**config.mk**
```make
export PLATFORM = sky130hd
export DESIGN_NAME = btn_conditioner
export DESIGN_NICKNAME = d
export VERILOG_FILES = /design/src/rtl/btn_pkg.sv /design/src/rtl/btn_channel.sv /design/src/rtl/btn_conditioner.sv
export SDC_FILE = /design/constraint.sdc
export NUM_CORES = 1
export LEC_CHECK = 0
export CORE_MARGIN = 8
export CORE_UTILIZATION = 54
export DETAILED_ROUTE_END_ITERATION = 10
export GPL_TIMING_DRIVEN = 0
export HOLD_SLACK_MARGIN = 0.05
export PLACE_DENSITY = 0.77
export RECOVER_POWER = 50
export SYNTH_ARGS = -nofsm -noshare
export SYNTH_HDL_FRONTEND = slang
export SYNTH_HIERARCHICAL = 1
export SYNTH_SLANG_ARGS = --single-unit
```
**constraint.sdc**
```tcl
create_clock -name clk -period 1.7 [get_ports clk]
set_clock_uncertainty 0.15 [all_clocks]
set_input_delay 0.255 -clock clk [delete_from_list [all_inputs] [get_ports clk]]
set_output_delay 0.255 -clock clk [all_outputs]
set_load 0.005 [all_outputs]
```
**src/rtl/btn_pkg.sv**
```systemverilog
// Shared constants for the push-button conditioner: channel indices and
// per-channel debounce FSM state encoding.
package btn_pkg;

  localparam int unsigned NUM_BTN   = 3;

  localparam int unsigned BTN_START = 0;
  localparam int unsigned BTN_PAUSE = 1;
  localparam int unsigned BTN_RESET = 2;

  localparam logic [0:0] RELEASED = 1'b0;
  localparam logic [0:0] HELD     = 1'b1;

endpackage

```
**src/rtl/btn_channel.sv**
```systemverilog
// One button channel: 2-flop synchronizer, debounce counter, RELEASED/HELD FSM
// and a registered active-low single-cycle command pulse (optionally hold-delayed).
module btn_channel
  import btn_pkg::*;
#(
  parameter int unsigned DEBOUNCE_CYCLES = 500000,
  parameter int unsigned HOLD_CYCLES     = 50000000,
  parameter bit          HOLD            = 1'b0
) (
  input  logic clk,
  input  logic rst,
  input  logic raw,
  output logic cmd,
  output logic pressed
);

  localparam int unsigned     CW          = $clog2(DEBOUNCE_CYCLES + 1);
  localparam logic [CW-1:0]   CNT_LAST    = CW'(DEBOUNCE_CYCLES - 1);
  localparam int unsigned     HOLD_TARGET = HOLD ? HOLD_CYCLES : 0;

  logic          sync1;
  logic          sync2;
  logic [CW-1:0] cnt;
  logic [0:0]    state;
  logic          disagree;
  logic          flip;
  logic          fire;

  // raw is active-low: RELEASED expects sync2=1, HELD expects sync2=0
  assign disagree = (sync2 == state[0]);
  // the counter reaching DEBOUNCE_CYCLES on this edge commits the new level
  assign flip     = disagree && (cnt == CNT_LAST);

  always_ff @(posedge clk) begin
    if (rst) begin
      sync1   <= 1'b1;
      sync2   <= 1'b1;
      cnt     <= '0;
      state   <= RELEASED;
      pressed <= 1'b0;
      cmd     <= 1'b1;
    end else begin
      sync1   <= raw;
      sync2   <= sync1;
      if (!disagree || flip) begin
        cnt <= '0;
      end else begin
        cnt <= cnt + 1'b1;
      end
      if (flip) begin
        state <= ~state;
      end
      pressed <= state[0];
      cmd     <= ~fire;
    end
  end

  if (HOLD_TARGET == 0) begin : g_direct
    // first cycle in HELD as seen through the registered level
    assign fire = (state == HELD) && !pressed;
  end else begin : g_hold
    localparam int unsigned   HW        = $clog2(HOLD_TARGET + 1);
    localparam logic [HW-1:0] HOLD_LAST = HW'(HOLD_TARGET - 1);
    localparam logic [HW-1:0] HOLD_DONE = HW'(HOLD_TARGET);

    logic [HW-1:0] hcnt;

    // once the pulse has fired, hcnt parks at HOLD_DONE until release so a
    // later bounce cannot re-arm it; before that, any disagreement restarts it
    always_ff @(posedge clk) begin
      if (rst || !pressed) begin
        hcnt <= '0;
      end else if (hcnt == HOLD_DONE) begin
        hcnt <= hcnt;
      end else if (disagree) begin
        hcnt <= '0;
      end else begin
        hcnt <= hcnt + 1'b1;
      end
    end

    assign fire = (state == HELD) && pressed && !disagree && (hcnt == HOLD_LAST);
  end

endmodule

```
**src/rtl/btn_conditioner.sv**
```systemverilog
// Conditions three active-low bouncing buttons into active-low one-shot commands.
// Define BTN_RESET_HOLD_EN to require a long hold on the reset button.
module btn_conditioner
  import btn_pkg::*;
#(
  parameter int unsigned DEBOUNCE_CYCLES = 500000,
  parameter int unsigned HOLD_CYCLES     = 50000000
) (
  input  logic               clk,
  input  logic               rst,
  input  logic [NUM_BTN-1:0] raw_btn,
  output logic [NUM_BTN-1:0] botones,
  output logic [NUM_BTN-1:0] pressed
);

`ifdef BTN_RESET_HOLD_EN
  localparam bit HOLD_ON = 1'b1;
`else
  localparam bit HOLD_ON = 1'b0;
`endif

  for (genvar i = 0; i < NUM_BTN; i++) begin : g_chan
    btn_channel #(
      .DEBOUNCE_CYCLES (DEBOUNCE_CYCLES),
      .HOLD_CYCLES     (HOLD_CYCLES),
      .HOLD            (HOLD_ON && (i == BTN_RESET))
    ) u_chan (
      .clk     (clk),
      .rst     (rst),
      .raw     (raw_btn[i]),
      .cmd     (botones[i]),
      .pressed (pressed[i])
    );
  end

endmodule

```
==> results of run 1 <==
-- cell families after synthesis --
| kind of cell | Yosys count | synth area share, % |
|---|---|---|
| and+or+nand+nor | 177 | 32.3 |
| DFF | 72 | 47.0 |
| xor gates and xnor gates | 42 | 12.0 |
| AOI/OAI and AO/OA | 24 | 4.53 |
| buffers and inverters | 15 | 1.84 |
| muxes | 3 | 1.10 |
| adders and majority gates | 3 | 1.22 |
-- cell usage in the layout (no fill, tap or decap), types with 4 or more instances in the layout --
cell type                         Yosys  layout
sky130_fd_sc_hd__a21oi_1             12       6
sky130_fd_sc_hd__a21oi_2              0       6
sky130_fd_sc_hd__buf_12               0       4
sky130_fd_sc_hd__buf_4                0      37
sky130_fd_sc_hd__buf_8                0       4
sky130_fd_sc_hd__clkbuf_8             0       9
sky130_fd_sc_hd__clkdlybuf4s50_1      0       6
sky130_fd_sc_hd__dfxtp_1             72      27
sky130_fd_sc_hd__dfxtp_2              0       7
sky130_fd_sc_hd__dfxtp_4              0      38
sky130_fd_sc_hd__dlygate4sd3_1        0       4
sky130_fd_sc_hd__inv_1               12      12
sky130_fd_sc_hd__nand2_1             21      21
sky130_fd_sc_hd__nand3_1             15      14
sky130_fd_sc_hd__nand4_1              9       9
sky130_fd_sc_hd__nand4_4              3       6
sky130_fd_sc_hd__nor2_1              60      42
sky130_fd_sc_hd__nor2_2               0      14
sky130_fd_sc_hd__nor2_4               0       4
sky130_fd_sc_hd__nor3_1              12      12
sky130_fd_sc_hd__nor4_1              12       9
sky130_fd_sc_hd__o21ai_0              6       5
sky130_fd_sc_hd__or2_2                6       6
sky130_fd_sc_hd__or3_1                6       5
sky130_fd_sc_hd__xnor2_1             30      30
sky130_fd_sc_hd__xor2_1              12      12
-- flip-flops by register name (all words and copies together) (netlist names) --
signal / flops
g_chan.u_chan/state: 3
g_chan.u_chan/sync1: 3
g_chan.u_chan/cmd: 3
g_chan.u_chan/cnt: 57
g_chan.u_chan/sync2: 3
g_chan.u_chan/pressed: 3
-- cell type report --
cell class / count / area, um^2 / area share, %
Inverter: 12 / 45.0 / 1.03
Buffer: 3 / 45.0 / 1.03
Multi-Input combinational cell: 249 / 1860 / 42.7
Clock buffer: 9 / 124 / 2.84
Sequential cell: 72 / 1590 / 36.5
Tap cell: 72 / 90.1 / 2.07
Timing Repair Buffer: 55 / 507 / 11.6
Clock inverter: 7 / 95.1 / 2.18
-- cell usage after synthesis, drive strengths merged --
library cell and count:
ha 3, a21oi 12, nand3 18, mux2 3
inv 12, or3 6, nand2 21, nor2 60
or2 9, nand2b 3, nor3 12, xor2 12
o31ai 3, or4 6, nor2b 3, nor3b 3
nor4bb 3, dfxtp 72, and4 3, o21ai 9
clkbuf 3, xnor2 30, nand4 15, nor4 12
and3 3
-- per-layer routing --
layer | vias up | part of all wire, %
li1 | 1300 | -
met3 | 13 | 4.5
met1 | 1268 | 43
met4 | 0 | 2.3
met2 | 61 | 50
met5 | - | 0
-- power by group --
part | switching [uW] | internal (uW) | total (uW)
Combinational | 32.3 | 35.2 | 67.6
Sequential | 6.10 | 1630 | 1640
Clock | 657 | 828 | 1480
Total | 695 | 2500 | 3190
-- metrics by stage --
stage	cells	setup slack, ns	power, uW	utilization [%]
finish	479	-0.115	3190	79.2
global route	479	-0.148	3300	79.2
CTS	458	-0.0241	3230	72.5
detailed placement	418	-0.230	1780	61.1
global placement	418	-0.209	1780	61.1
floorplan	336	0.00701	1760	-
-- worst max-delay path, cell delays in order (launching register included) --
cell	delay, ns
sky130_fd_sc_hd__dfxtp_4	0.38
sky130_fd_sc_hd__ha_4	0.14
sky130_fd_sc_hd__and3_4	0.20
sky130_fd_sc_hd__nand4_1	0.20
sky130_fd_sc_hd__o21ai_4	0.38
sky130_fd_sc_hd__buf_6	0.19
sky130_fd_sc_hd__nor2_1	0.06
-- worst paths after layout --
check                                startpoint                                 end
max          g_chan[0].u_chan/cnt[0]$_SDFF_PP0_  g_chan[0].u_chan/cnt[7]$_SDFF_PP0_
min           g_chan[0].u_chan/sync1$_SDFF_PP1_   g_chan[0].u_chan/sync2$_SDFF_PP1_
max reg2reg  g_chan[0].u_chan/cnt[0]$_SDFF_PP0_  g_chan[0].u_chan/cnt[7]$_SDFF_PP0_
min reg2reg   g_chan[0].u_chan/sync1$_SDFF_PP1_   g_chan[0].u_chan/sync2$_SDFF_PP1_
-- repair_timing --
action / 4_1_cts / 5_1_grt
pin swaps: 24 / 31
cloned: 1 / 0
resized for setup: 70 / 54
endpoints found under the setup margin: 60 / 58
setup buffers: 23 / 21
==> results list, run 1 <==
- Total global routing overflow: 0
- The number of max-slew violations in the final report is 0.
* Count of nets after finishing: 410
* Met3 track utilization from global routing: under 10%
- For the finished layout, the period the worst path requires is about 1.8 ns.
- Final period util: 107%
- Final ANT Viol Nets: 0
* DRC: 0
* Count of mapped cells out of synthesis: approximately 340
- Cell area after layout: 4360 um^2
- A synthesized cell averages between 9 and 10 um^2.
- The biggest area contributor in the post-synthesis netlist is sky130_fd_sc_hd__dfxtp_1.
* Maximum number of pins on one net before global-route repair: 16
- Clock tree from TritonCTS: done
- Die Y: 91.4 um
* Power per standard cell area: 732 nW/um^2
* Global Route met1 Usage: 18.7%
- The clock net in this run drives a total of 72 sinks.
- Sorting the synthesized cells by area gives the leading types as sky130_fd_sc_hd__dfxtp_1, sky130_fd_sc_hd__xnor2_1, sky130_fd_sc_hd__nor2_1.
- Counting cells, the worst reg-to-reg path comes to 6.
- Cells with a size suffix above 1 make up 42.8% of the layout.
- Reg2Reg Setup Slack: -0.11 ns
- Max-slew headroom: 67.3%
- Htree depth: 3
- Setup repair after global routing could not meet its margin everywhere.
- Total inserted antenna cells: 0
- Final count of hold timing violations: 0
- The tool flagged a number of max-cap violations equal to 0.
- For the pin with the worst max-slew slack, the measured transition is 0.489 ns.
* Root cell of the clock tree: sky130_fd_sc_hd__clkbuf_8
* IO Pins: 11
* Dpl hpwl: 3720 um
- The floorplan has 27 rows.
- In this run the deepest clock path goes through 2 buffers.
* Top Usage Layer GRT: met2
- Average vias per placed instance: ~5.5
- Count of endpoints failing setup in the final report: 19
- The region available for standard cell placement spans about 5500 um^2.
* Area share of the largest cell type after synthesis: 47.0%
- Kind of critical path: register to register
- Register area share after synthesis: between 40% and 50%
- Cell area after placement: roughly 3400 um^2
* Number of synthesis warnings: 6
* Clock transition at the registers of the reported paths: 0.08 ns
- Number of buffers added to fix hold violations after cts: 0
- Counting the buffers created by CTS gives 9.
- FMAX: 0.551 GHz
- Final hold slack: 0.262 ns
- Worst Setup End Kind: register
* Routed WL: 7290 um
- The layout has about 330 filler cells.
* Leakage power: 0.00136 uW
- The number of global-route vias before repair came to 2457.
- Initial core utilization: a little under three fifths
- Violated checks: negative setup slack
- Final weighted congestion of routability-driven global placement: just over 0.8
- Critical path data required time: roughly 1.8 ns
- From synthesis to final layout, the design area changed by 42.1%.
- The run finished, with violations left.
- Number of detailed-route iterations in the first pass: 6
* Post-synthesis net count: 344
- Startpoint types: register
* Final-layout setup total negative slack: -1.43 ns
- Setup slack on the critical path of the routed design comes to -0.115 ns.
* Critical path peak fanout: 7
- In this run the worst hold path is classified as register to register.
- Data on the critical path arrives at its endpoint at 1.90 ns.
- Counting flops and latches in the post-synthesis netlist gives slightly above 70.
- The worst-case IR drop observed on VDD is ~610 uV.
- After detailed routing, the average wire length per cell comes to about 15 um.
* Number of antenna violations at the first check in global routing: 0
* Mapped Area: 3070 um^2
* Horizontal extent of the die: between 90 and 100 um
- Total Die Area: 8350 um^2
- Global-route wire length before repair: 11400 um
- Counting distinct cell types in the post-synthesis netlist gives 31.
- Worst hold path depth: 1
* # port buffers: 10
- Starting DRC count in detailed routing: 154
- GR met2 Demand/Resource: roughly 29%
- Number of vias after detailed routing: between 2k and 3k
- Global routing consumed, over all layers together, 16.8% of the routing resources.
- Clk Latency, worst-skew pair: around 0.35 ns
(Power assumes the default switching activity.)
==> inputs of run 2 (changes only) <==
--- a/config.mk
+++ b/config.mk
@@ -14,5 +14,4 @@
 export RECOVER_POWER = 50
 export SYNTH_ARGS = -nofsm -noshare
 export SYNTH_HDL_FRONTEND = slang
-export SYNTH_HIERARCHICAL = 1
 export SYNTH_SLANG_ARGS = --single-unit
==> run 2 against run 1 <==
The run still ends with negative setup slack left. Sequential share of layout area up 0.36 points. Setup slack got worse by 0.29 ns. Sequential power is 3% higher. Total power is 10% lower. Global-route usage is 0.49 points lower. Clock-buffer cell count grew 1. Critical path type unchanged. Via count is 0.49% higher. Utilization shrank 5.1 points. Critical path depth down 1. Clock power shrank 25%. Sequential cell count unchanged.
==> results list, run 2 <==
- Count of endpoints failing setup in the final report: 31 (+12)
- The die area came to 8380 um^2 (+0.41%).
* Largest cells by area after synthesis: sky130_fd_sc_hd__dfxtp_1, sky130_fd_sc_hd__xnor2_1, sky130_fd_sc_hd__nor2_1
- Count leader, synth: sky130_fd_sc_hd__dfxtp_1
- Logic gate share of total power: 2.3% (+0.2 points)
* # port buffers: 10 (unchanged)
- The arrival time of data at the critical path endpoint came to 2.19 ns (+0.29 ns).
- Register bit total from synthesis: 72 (unchanged)
- The first-pass GRT wire length came to 11200 um (-2.4%).
* Worst Setup End Kind: register
- The later-pin clock latency in the skew report is 0.35 ns (about the same).
* Area share of the largest cell type after synthesis: 46.8% (-0.23 points)
* Maximum number of pins on one net before global-route repair: 11 (-5)
* IO Pins: 11 (unchanged)
* Largest register FFs: 57 (unchanged)
- Psw: 618 uW (-11%)
- The worst hold path begins at g_chan[1].u_chan.sync1$_SDFF_PP1_.
* Clock network power share: 38.8% (-7.7 points)
- Post-synthesis net count: 351 (+2.0%)
- The Yosys warning count was 0 (-6).
- Final cell count without fillers: 469 (-2.1%)
- Average vias per placed instance: 5.66 (+2.6%)
- The final design utilization was 74.1% (-5.1 points).
* Maximum clock insertion buffer count: 2 (unchanged)
- Start of the worst register-to-register path: g_chan[2].u_chan.cnt[11]$_SDFF_PP0_
- Power per standard cell area: 703 nW/um^2 (-4.0%)
- Initial core utilization: 56.0% (+0.27 points)
- Internal power consumption: 2250 uW (-9.9%)
- The highest achievable clock rate is 0.476 GHz (-14%).
- The peak supply drop came to 478 uV (-21%).
- Startpoint types: register
- The post-place setup slack was -0.497 ns (-0.267 ns).
* Final-layout setup total negative slack: -7.03 ns (-5.60 ns)
- In this design, the largest share of critical-path delay is due to simple AND/OR/NAND/NOR gates.
- Core footprint: 5510 um^2 (unchanged)
- Net Sw Frac: 21.6% (-0.22 points)
- The share of layout cells above drive strength 1 came to 37.8% (-5.0 points).
* Leading cell type in the layout, fill and taps excluded: sky130_fd_sc_hd__nor2_1
- The total vias in the final route came to 2655 (+0.49%).
- Max-cap violations: 0 (unchanged)
- Post-detailed-route wirelength per cell: 15.4 um (+1.4%)
- g_chan.u_chan.cnt holds more flip-flops than any other register.
* Library cells used by synthesis: 40 (+29%)
- The top cell types in the final layout, fill and taps aside, are sky130_fd_sc_hd__nor2_1, sky130_fd_sc_hd__dfxtp_1, sky130_fd_sc_hd__buf_4, sky130_fd_sc_hd__xnor2_1, sky130_fd_sc_hd__dfxtp_2.
- Number of enable flip-flop cells after synthesis: 0 (unchanged)
- Walking the worst path, the cells encountered are or4b_1, or4_4, o21bai_4, buf_6, nor2_1.
- The number of cells after detailed placement is 425 (+1.7%).
- The number of max-slew violations in the final report is 0 (unchanged).
- In the synthesized netlist the dominant register cell turns out to be sky130_fd_sc_hd__dfxtp_1.
- Tmin final: 2.10 ns (+0.286 ns)
* Kind of critical path: register to register
- The number of global-route vias before repair is 2459 (+0.081%).
- Final weighted congestion of routability-driven global placement: 0.852 (+5.6%)
* Worst-Margin Slew: 0.406 ns (-0.0822 ns)
- DRC: 0 (unchanged)
- Ys async rst share: 0% (unchanged)
- Final ANT Viol Nets: 0 (unchanged)
- The sequential share of the synthesized area is 46.8% (-0.23 points).
- Critical path peak fanout: 10 (+3)
- The number of buffer and inverter instances along the worst setup path was 1 (unchanged).
- Die Y: 91.5 um (+0.20%)
* Max-slew headroom: 72.6% (+5.3 points)
- Routed WL: 7240 um (-0.70%)
- The half-perimeter wire length of the detailed placement result was 3970 um (+6.8%).
- The post-route fraction of the period consumed by the critical path came to 124% (+17 points).
- Leakage power: 0.00128 uW (-6.2%)
* Critical path data required time: 1.79 ns (about the same)
- The average size of a mapped cell was 8.98 um^2 (-1.6%).
- The CTS buffer count is 9 (unchanged).
- The share of power burned in registers is 58.9% (+7.5 points).
- Total inserted antenna cells: 0 (unchanged)
- Overall routing resource usage: 16.4% (-0.49 points)
- Standard-cell rows: 27 (unchanged)
* Run status: complete, but fails checks
- The initial antenna violation count is 0 (unchanged).
* Worst min-delay path category: register to register
- The clock transition at the register clock pins on the worst setup and hold paths after CTS is 0.07 ns (about the same).
- The die outline width is 91.5 um (+0.20%).
- In this run the clock root is driven by a sky130_fd_sc_hd__clkbuf_8.
- Total global routing overflow: 0 (unchanged)
- Setup repair after global routing could not meet its margin everywhere.
- Violated checks: negative setup slack
* Total number of clock tree sinks: 72 (unchanged)
- Mapped Area: 3080 um^2 (+0.49%)
* Starting DRC count in detailed routing: 164 (+6.5%)
* Min setup slack post-route: -0.401 ns (-0.286 ns)
* Count of mapped cells out of synthesis: 343 (+2.1%)
- The largest individual stage delay along the critical path comes from the cell sky130_fd_sc_hd__or4_4.
- In this run the worst setup path begins at g_chan[2].u_chan.cnt[11]$_SDFF_PP0_.
* Htree depth: 3 (unchanged)
* Area leader, netlist: sky130_fd_sc_hd__dfxtp_1
- Compared with the post-synthesis result, the final layout area differs by 32.4%.
* Count of nets after finishing: 404 (-1.5%)
* Top post-synthesis cells by count: sky130_fd_sc_hd__dfxtp_1, sky130_fd_sc_hd__nor2_1, sky130_fd_sc_hd__xnor2_1
- Clock tree from TritonCTS: done
* Design Power: 2870 uW (-10%)
- The number of hold-slack violations in the final timing report was 0 (unchanged).
- Number of detailed-route iterations in the first pass: 4 (-2)
* Maximum single-stage delay on the critical path: 0.57 ns (+0.19 ns)
## run 2: changes by cell type in the layout (fill, tap and decap cells not counted), moves of 4 or more
cell,previous run,this run
sky130_fd_sc_hd__dfxtp_1,27,35
sky130_fd_sc_hd__nand4_1,9,16
sky130_fd_sc_hd__buf_12,4,0
sky130_fd_sc_hd__nand4_4,6,1
sky130_fd_sc_hd__dfxtp_4,38,7
sky130_fd_sc_hd__nor4_1,9,5
sky130_fd_sc_hd__dfxtp_2,7,30
## run 2: cells by family (layout without fill, tap and decap cells)
| kind of cell | after synthesis | count (layout) | synth area share [%] |
|---|---|---|---|
| compound gates | 22 | 22 | 4.51 |
| xor+xnor | 44 | 44 | 12.5 |
| fa+ha+maj | 3 | 3 | 1.22 |
| buf+inv | 23 | 77 | 3.78 |
| flops | 72 | 72 | 46.8 |
| simple gates | 176 | 176 | 30.2 |
| mux | 3 | 3 | 1.02 |
## run 2: path summary, 6_finish.rpt
check | end | slack, ns | depth (start not counted)
worst min-delay path | g_chan[1].u_chan.sync2$_SDFF_PP1_ | 0.26 | 1
worst max register to register | g_chan[2].u_chan.cnt[10]$_SDFF_PP0_ | -0.40 | 5
worst min register to register | g_chan[1].u_chan.sync2$_SDFF_PP1_ | 0.26 | 1
worst max-delay path | g_chan[2].u_chan.cnt[10]$_SDFF_PP0_ | -0.40 | 5
## run 2: layout make-up
cell class,instances,area [um^2]
flip-flops and latches,72,1510
multi-input cells,248,1820
plain buffers,10,88.8
fillers,381,1430
inverters,11,41.3
clock inverters,2,10.0
clock buffers,10,138
well taps,72,90.1
repair buffers,44,390
## run 2: repair_timing
| item | CTS | global route |
|---|---|---|
| endpoints found under the setup margin | 55 | 58 |
| buffers inserted | 19 | 13 |
| resized for setup | 36 | 62 |
| pin swaps | 14 | 25 |
| hold buffers | 0 | 0 |
| gates cloned | 2 | 0 |
## run 2: worst register-to-register path, cell delays in order, from the launching register on
cell                       delay, ns
sky130_fd_sc_hd__dfxtp_2        0.32
sky130_fd_sc_hd__or4b_1         0.52
sky130_fd_sc_hd__or4_4          0.57
sky130_fd_sc_hd__o21bai_4       0.21
sky130_fd_sc_hd__buf_6          0.17
sky130_fd_sc_hd__nor2_1         0.05
## run 2: per-layer routing
layer	vias up	part of all wire (%)	global-route usage (%)
li1	1290	-	-
met1	1279	43	19.0
met2	69	49	27.3
met3	17	5.3	5.93
met4	0	2.5	5.32
met5	-	0	0
## run 2: power by group through the flow
stage | sequential (uW) | clock (uW) | combinational, uW
6_report | 1690 | 1110 | 65.1
5_1_grt | 1690 | 1200 | 71.1
4_1_cts | 1690 | 1130 | 57.9
3_5_place_dp | 1740 | 0 | 44.1
3_3_place_gp | 1740 | 0 | 43.6
2_1_floorplan | 1740 | 0 | 25.7
## run 2: through the flow
step	cell area (um^2)	hold slack, ns
finish	4080	0.256
global placement	3350	0.241
CTS	3790	0.259
floorplan	3160	0.196
detailed placement	3350	0.243
global route	4080	0.271
